## src/rtl/gshare_branch_predictor_pkg.sv

```systemverilog
// Shared widths, reset constants and bus/entry layouts for the gshare predictor.
// Consumers that unpack fetch/AGEX buses or BTB entries import this package.
package gshare_branch_predictor_pkg;

  localparam int BHR_BITS     = 8;
  localparam int PHT_ENTRIES  = 256;
  localparam int BTB_ENTRIES  = 16;
  localparam int BTB_IDX_BITS = 4;
  localparam int BTB_TAG_BITS = 26;

  localparam logic [1:0] PHT_INIT = 2'b01;

  localparam int FROM_FE_TO_PREDICTOR_WIDTH   = 32;
  localparam int FROM_PREDICTOR_TO_FE_WIDTH   = 55;
  localparam int FROM_AGEX_TO_PREDICTOR_WIDTH = 75;

  // BTB entry: valid, cond, tag = PC[31:6], target (60 bits)
  typedef struct packed {
    logic                    valid;
    logic                    cond;
    logic [BTB_TAG_BITS-1:0] tag;
    logic [31:0]             target;
  } btb_entry_t;

  localparam int BTB_ENTRY_WIDTH = $bits(btb_entry_t);

  typedef struct packed {
    logic                upd_valid;
    logic                upd_is_cond;
    logic                upd_taken;
    logic [31:0]         upd_pc;
    logic [31:0]         upd_target;
    logic [BHR_BITS-1:0] upd_pht_index;
  } agex_upd_t;

  typedef struct packed {
    logic                    taken;
    logic [31:0]             target_addr;
    logic [BHR_BITS-1:0]     bhr;
    logic [BHR_BITS-1:0]     pht_index;
    logic [1:0]              pht_entry;
    logic [BTB_IDX_BITS-1:0] btb_index;
  } fe_pred_t;

  function automatic logic [BHR_BITS-1:0] gshare_index(
    input logic [BHR_BITS-1:0] pc_bits,
    input logic [BHR_BITS-1:0] bhr
  );
    return pc_bits ^ bhr;
  endfunction

endpackage

```

## src/rtl/gshare_branch_predictor_sat_counter2.sv

```systemverilog
// 2-bit saturating up/down counter step used on the PHT training path.
module gshare_branch_predictor_sat_counter2 (
  input  logic [1:0] count,
  input  logic       inc,
  output logic [1:0] next_count
);

  // Saturating increment on inc, saturating decrement otherwise
  always_comb begin
    next_count = count;
    if (inc) begin
      if (count != 2'b11) begin
        next_count = count + 2'b01;
      end else begin
        next_count = 2'b11;
      end
    end else begin
      if (count != 2'b00) begin
        next_count = count - 2'b01;
      end else begin
        next_count = 2'b00;
      end
    end
  end

endmodule

```

## src/rtl/gshare_branch_predictor.sv

```systemverilog
// Gshare predictor: 8-bit BHR, 256 x 2-bit PHT, 16-entry direct-mapped BTB.
// Optional BP_STATS_EN adds branch and mispredict counters.
module gshare_branch_predictor
  import gshare_branch_predictor_pkg::*;
(
  input  logic                                    clk,
  input  logic                                    reset,
  input  logic [FROM_FE_TO_PREDICTOR_WIDTH-1:0]   from_FE_to_predictor,
  output logic [FROM_PREDICTOR_TO_FE_WIDTH-1:0]   from_predictor_to_FE,
  input  logic [FROM_AGEX_TO_PREDICTOR_WIDTH-1:0] from_AGEX_to_predictor
`ifdef BP_STATS_EN
  ,
  output logic [31:0]                             stat_branches,
  output logic [31:0]                             stat_mispredicts
`endif
);

  logic [BHR_BITS-1:0] bhr_r;
  logic [1:0]          pht_r [PHT_ENTRIES];
  btb_entry_t          btb_r [BTB_ENTRIES];

  agex_upd_t           upd_s;
  fe_pred_t            pred_s;
  logic [31:0]         fe_pc_s;

  logic [BHR_BITS-1:0]     lk_bhr_s;
  logic [BHR_BITS-1:0]     lk_pht_idx_s;
  logic [BTB_IDX_BITS-1:0] lk_btb_idx_s;
  btb_entry_t              lk_entry_s;
  logic [1:0]              lk_cnt_s;
  logic                    lk_hit_s;

  logic [1:0]              upd_cnt_s;
  logic [1:0]              upd_cnt_next_s;
  logic [BTB_IDX_BITS-1:0] upd_btb_idx_s;
  logic                    unused_s;

  assign upd_s                = agex_upd_t'(from_AGEX_to_predictor);
  assign fe_pc_s              = from_FE_to_predictor;
  assign from_predictor_to_FE = pred_s;
  assign upd_btb_idx_s        = upd_s.upd_pc[5:2];
  assign upd_cnt_s            = pht_r[upd_s.upd_pht_index];
  assign unused_s             = ^{fe_pc_s[1:0], upd_s.upd_pc[1:0]};

  gshare_branch_predictor_sat_counter2 u_pht_upd (
    .count      (upd_cnt_s),
    .inc        (upd_s.upd_taken),
    .next_count (upd_cnt_next_s)
  );

  // Same-cycle lookup; while reset is high the outputs show the cleared state
  always_comb begin
    lk_btb_idx_s = fe_pc_s[5:2];
    lk_entry_s   = btb_r[lk_btb_idx_s];
    if (reset) begin
      lk_bhr_s     = '0;
      lk_pht_idx_s = gshare_index(fe_pc_s[9:2], 8'h00);
      lk_cnt_s     = PHT_INIT;
      lk_hit_s     = 1'b0;
    end else begin
      lk_bhr_s     = bhr_r;
      lk_pht_idx_s = gshare_index(fe_pc_s[9:2], bhr_r);
      lk_cnt_s     = pht_r[lk_pht_idx_s];
      lk_hit_s     = lk_entry_s.valid && (lk_entry_s.tag == fe_pc_s[31:6]);
    end

    pred_s.taken       = lk_hit_s && (!lk_entry_s.cond || lk_cnt_s[1]);
    pred_s.target_addr = lk_hit_s ? lk_entry_s.target : 32'h0000_0000;
    pred_s.bhr         = lk_bhr_s;
    pred_s.pht_index   = lk_pht_idx_s;
    pred_s.pht_entry   = lk_cnt_s;
    pred_s.btb_index   = lk_btb_idx_s;
  end

  // Training: PHT uses the index carried from fetch, never the current BHR
  always_ff @(posedge clk) begin
    if (reset) begin
      bhr_r <= '0;
      for (int i = 0; i < PHT_ENTRIES; i++) begin
        pht_r[i] <= PHT_INIT;
      end
      for (int j = 0; j < BTB_ENTRIES; j++) begin
        btb_r[j] <= '0;
      end
    end else if (upd_s.upd_valid) begin
      if (upd_s.upd_is_cond) begin
        pht_r[upd_s.upd_pht_index] <= upd_cnt_next_s;
        bhr_r <= {bhr_r[BHR_BITS-2:0], upd_s.upd_taken};
      end
      if (upd_s.upd_taken) begin
        btb_r[upd_btb_idx_s] <= '{valid:  1'b1,
                                  cond:   upd_s.upd_is_cond,
                                  tag:    upd_s.upd_pc[31:6],
                                  target: upd_s.upd_target};
      end
    end
  end

`ifdef BP_STATS_EN
  logic [31:0] stat_branches_r;
  logic [31:0] stat_mispredicts_r;
  btb_entry_t  upd_entry_s;
  logic        upd_hit_s;
  logic        upd_pred_s;

  // Prediction the update would have received, from pre-update state
  always_comb begin
    upd_entry_s = btb_r[upd_btb_idx_s];
    upd_hit_s   = upd_entry_s.valid && (upd_entry_s.tag == upd_s.upd_pc[31:6]);
    if (upd_s.upd_is_cond) begin
      upd_pred_s = upd_cnt_s[1];
    end else begin
      upd_pred_s = upd_hit_s;
    end
  end

  // Free-running statistics, wrap at 2^32
  always_ff @(posedge clk) begin
    if (reset) begin
      stat_branches_r    <= 32'd0;
      stat_mispredicts_r <= 32'd0;
    end else if (upd_s.upd_valid) begin
      stat_branches_r <= stat_branches_r + 32'd1;
      if (upd_s.upd_taken ^ upd_pred_s) begin
        stat_mispredicts_r <= stat_mispredicts_r + 32'd1;
      end
    end
  end

  assign stat_branches    = stat_branches_r;
  assign stat_mispredicts = stat_mispredicts_r;
`endif

endmodule

```

## config.mk

```make
export PLATFORM = sky130hd
export DESIGN_NAME = gshare_branch_predictor
export DESIGN_NICKNAME = d
export VERILOG_FILES = /design/src/rtl/gshare_branch_predictor_pkg.sv /design/src/rtl/gshare_branch_predictor_sat_counter2.sv /design/src/rtl/gshare_branch_predictor.sv
export SDC_FILE = /design/constraint.sdc
export NUM_CORES = 2
export LEC_CHECK = 0
export CAP_MARGIN = 10
export CORE_MARGIN = 2
export CORE_UTILIZATION = 65
export DETAILED_ROUTE_END_ITERATION = 16
export GPL_ROUTABILITY_DRIVEN = 0
export PLACE_DENSITY = 0.83
export SETUP_SLACK_MARGIN = 0.3
export SYNTH_ARGS = -nofsm -noshare
export SYNTH_HDL_FRONTEND = slang
export SYNTH_SLANG_ARGS = --single-unit
export TNS_END_PERCENT = 50
```

## constraint.sdc

```tcl
create_clock -name clk -period 19 [get_ports clk]
set_input_delay 3.8 -clock clk [delete_from_list [all_inputs] [get_ports clk]]
set_output_delay 3.8 -clock clk [all_outputs]
set_load 0.01 [all_outputs]
```

==> qor.yml <==
route:
  wl_um: 214000
  drc: 0
  via_count: 47100
  antenna_left: 0
  avgViaCountPerCell: 7.35
  drtIter0Drc: 8100
  drtPass1Iterations: 9
  wl_per_cell_um: 33.4
sta:
  rsz0062_at_grt: "no"
  slew_violations: 0
  finalClockSkew_ps: 24.6
  fin_crit_sh_pct: 68.3
  setup_tns_ps: 0
  min_period_ps: 12980
  max_freq_mhz: 77.1
  final-setup-viol-count: 0
  worstMarginPinSlew_ps: 1340
  finalHoldViolations: 0
  slew_headroom_pct: 10.3
  fin_hold_ws_ps: 452
final_layout:
  fillers: 6694
  drive_above_1_share_pct: 20.0
  final_util_pct: 71.9
  final_net_count: 4897
  syn_to_final_growth_pct: 9.46
grt:
  met1_usage_pct: 45.8
  grt_max_degree: 137
  grtUsageMet2_pct: 58.9
  grt_pass1_wl_um: 311000
  grt-busiest-layer: "met2"
  grt_usage_pct: 37.4
  antenna_found_initial: 20
  first_global_vias: 47700
  grt_use_met3_pct: 11.6
  gr-total-overflow: 0
synth:
  seq_area_frac_synth_pct: 60.7
  avgSynthCellArea_um2: 14.9
  netlist_instances: 4892
  synthDistinctLibCells: 55
  netlist_area_um2: 72800
  synthArstFlopShare_pct: 0
  synth_most_common_cell: "edfxtp_1"
  syn-num-nets: 5001
  synth-edff-count: 1456
  synth_top_cell_by_area: "edfxtp_1"
  yosys_warnings: 0
  synth-seq-cells: 1480
  synth_flop_cell: "edfxtp_1"
  synth_top_area_share_pct: 60.1
  synth.area.top_cells: "edfxtp_1 (60%), mux4_2 (18%), and2_1 (8.1%), clkbuf_1 (2.0%), nand3_1 (2.0%)"
  yosys-top-cells-count: "edfxtp_1 (1,456), and2_1 (946), mux4_2 (567), clkbuf_1 (391), nand3_1 (288)"
worst_setup_path:
  r2r_cells: 10
  slowest_stage: "buf_4"
  timing.rr.start: "pht_r[143][1]$_SDFFCE_PN0P_"
  endpoint_kind: "primary output"
  cp-start-kind: "primary input"
  crit_chain: "clkbuf_8 -> buf_4 -> buf_4 -> mux4_2 -> mux4_2 -> xnor2_1 -> nand4_1 -> nor3_1 -> nand4_1 -> buf_4 -> a21oi_1 -> clkdlybuf4s50_1"
  rr_endpoint: "pht_r[158][0]$_SDFFCE_PN1P_"
  cp_slowest_stage_delay_ps: 880
  worstPathArrival_ps: 9180
  worstPathMaxFanout: 52
  crit_buf_inv: 5
  cpMostUsedCell: "buf_4"
  crit_family: "buffers and inverters"
  worstPathRequired_ps: 15200
  worstSetupPathType: "in -> out"
  rrSetupSlack_ps: 13600
die:
  start_util_pct: 65.7
  io_pins: 164
  fp.dieW_um: 339
  die-area_um2: 115000
  die_h_um: 339
  design.core.area_um2: 111000
  rows: 122
pwr:
  power.leakage_nw: 25.1
  pwr_density_cell_nw_per_um2: 91.4
  switching_share_pct: 24.4
  p_int_mw: 5.50
  power_mw: 7.28
  p_comb_share_pct: 10.3
  ir_worst_vdd_mv: 0.0806
  power.share.sequential_pct: 51.6
  p_clk_share_pct: 38.0
  p_sw_mw: 1.78
placed_design:
  place_hpwl_um: 117000
  io_buffer_count: 159
outcome:
  status: "completed"
worst_hold_path:
  min_delay_path_depth: 1
  hold_path_end: "btb_r[15][59]$_SDFFE_PP1P_"
  hold_path_class: "reg -> reg"
  min_from: "btb_r[15][59]$_SDFFE_PP1P_"
cts:
  h-tree-depth: 4
  path_clk_slew_ps: 60
  clk_latency_ps: 770
  cts_tree: "done"
  post_cts_buffers: 0
  cts_sinks: 1480
  cts_resized: 0
  clk_path_buf_depth: 3
  root_buffer: "clkbuf_16"
  cts_made_buffers: 150
  cts_hold_buf: 0
job:
  maxCapViolCount: 0
through the flow:
step,cell area [um2],setup WS [ps],instances
2_1_floorplan,72800,8490,4892
3_3_place_gp,75200,6180,6124
3_5_place_dp,75200,6220,6124
4_1_cts,79600,6230,6390
5_1_grt,79700,6010,6397
6_report,79700,6020,6402
state kept, by name, summed over array words and instances, names as in the netlist:
| register | count |
|---|---|
| bhr_r | 8 |
| pht_r | 512 |
| btb_r | 960 |
power groups by stage:
stage          clock network [mW]  registers, mW  logic [mW]
6_report                     2.77           3.76       0.753
5_1_grt                      2.88           3.77       0.772
4_1_cts                      2.76           3.76       0.728
3_5_place_dp                    0           3.83       0.724
3_3_place_gp                    0           3.81       0.714
2_1_floorplan                   0           3.81       0.519
cell families after synthesis:
logic type / synth area share [%]
multiplexers: 18.1
AO/OA/AOI/OAI: 2.96
adder cells (fa/ha/maj): 0.0344
buffers and inverters: 3.58
XOR/XNOR: 0.578
flip-flops: 60.7
AND/OR/NAND/NOR: 14.0
placed cells by master (no fill, tap or decap), drive strengths merged, types with 27 or more instances in the layout:
master / n
a21oi: 29
a22oi: 32
and2: 947
buf: 134
clkbuf: 187
clkdlybuf4s50: 152
clkinv: 70
edfxtp: 1456
mux2i: 27
mux4: 567
nand2: 132
nand3: 288
nor2: 77
nor2b: 48
nor3: 270
o21ai: 257
worst max-delay path by stage:
stage	start	to	slack [ps]	depth (start not counted)
after global routing	from_FE_to_predictor[3]	from_predictor_to_FE[54]	6010	12
after CTS	from_FE_to_predictor[3]	from_predictor_to_FE[54]	6230	12
after detailed placement	from_FE_to_predictor[3]	from_predictor_to_FE[54]	6220	12
after global placement	from_FE_to_predictor[3]	from_predictor_to_FE[54]	6180	12
final	from_FE_to_predictor[3]	from_predictor_to_FE[54]	6020	12
after floorplan	from_FE_to_predictor[2]	from_predictor_to_FE[54]	8490	9
per-layer routing:
layer	share of wire, %	wire length [um]	vias up
met5	0.12	251	-
met4	7.0	14900	24
met3	15	32100	1046
met2	47	101000	4347
met1	31	65600	23100
li1	-	-	18500
layout make-up:
type	instances	area, um2	area share [%]
sequential	1480	44200	55.5
timing repair buffer	288	2620	3.29
tap	1488	1860	2.34
clock buffer	185	3890	4.89
inverter	11	48.8	0.0612
antenna	12	30.0	0.0377
multi-input combinational	2857	26400	33.2
clock inverter	81	576	0.722
No activity file was read; power rests on OpenSTA's default activity.
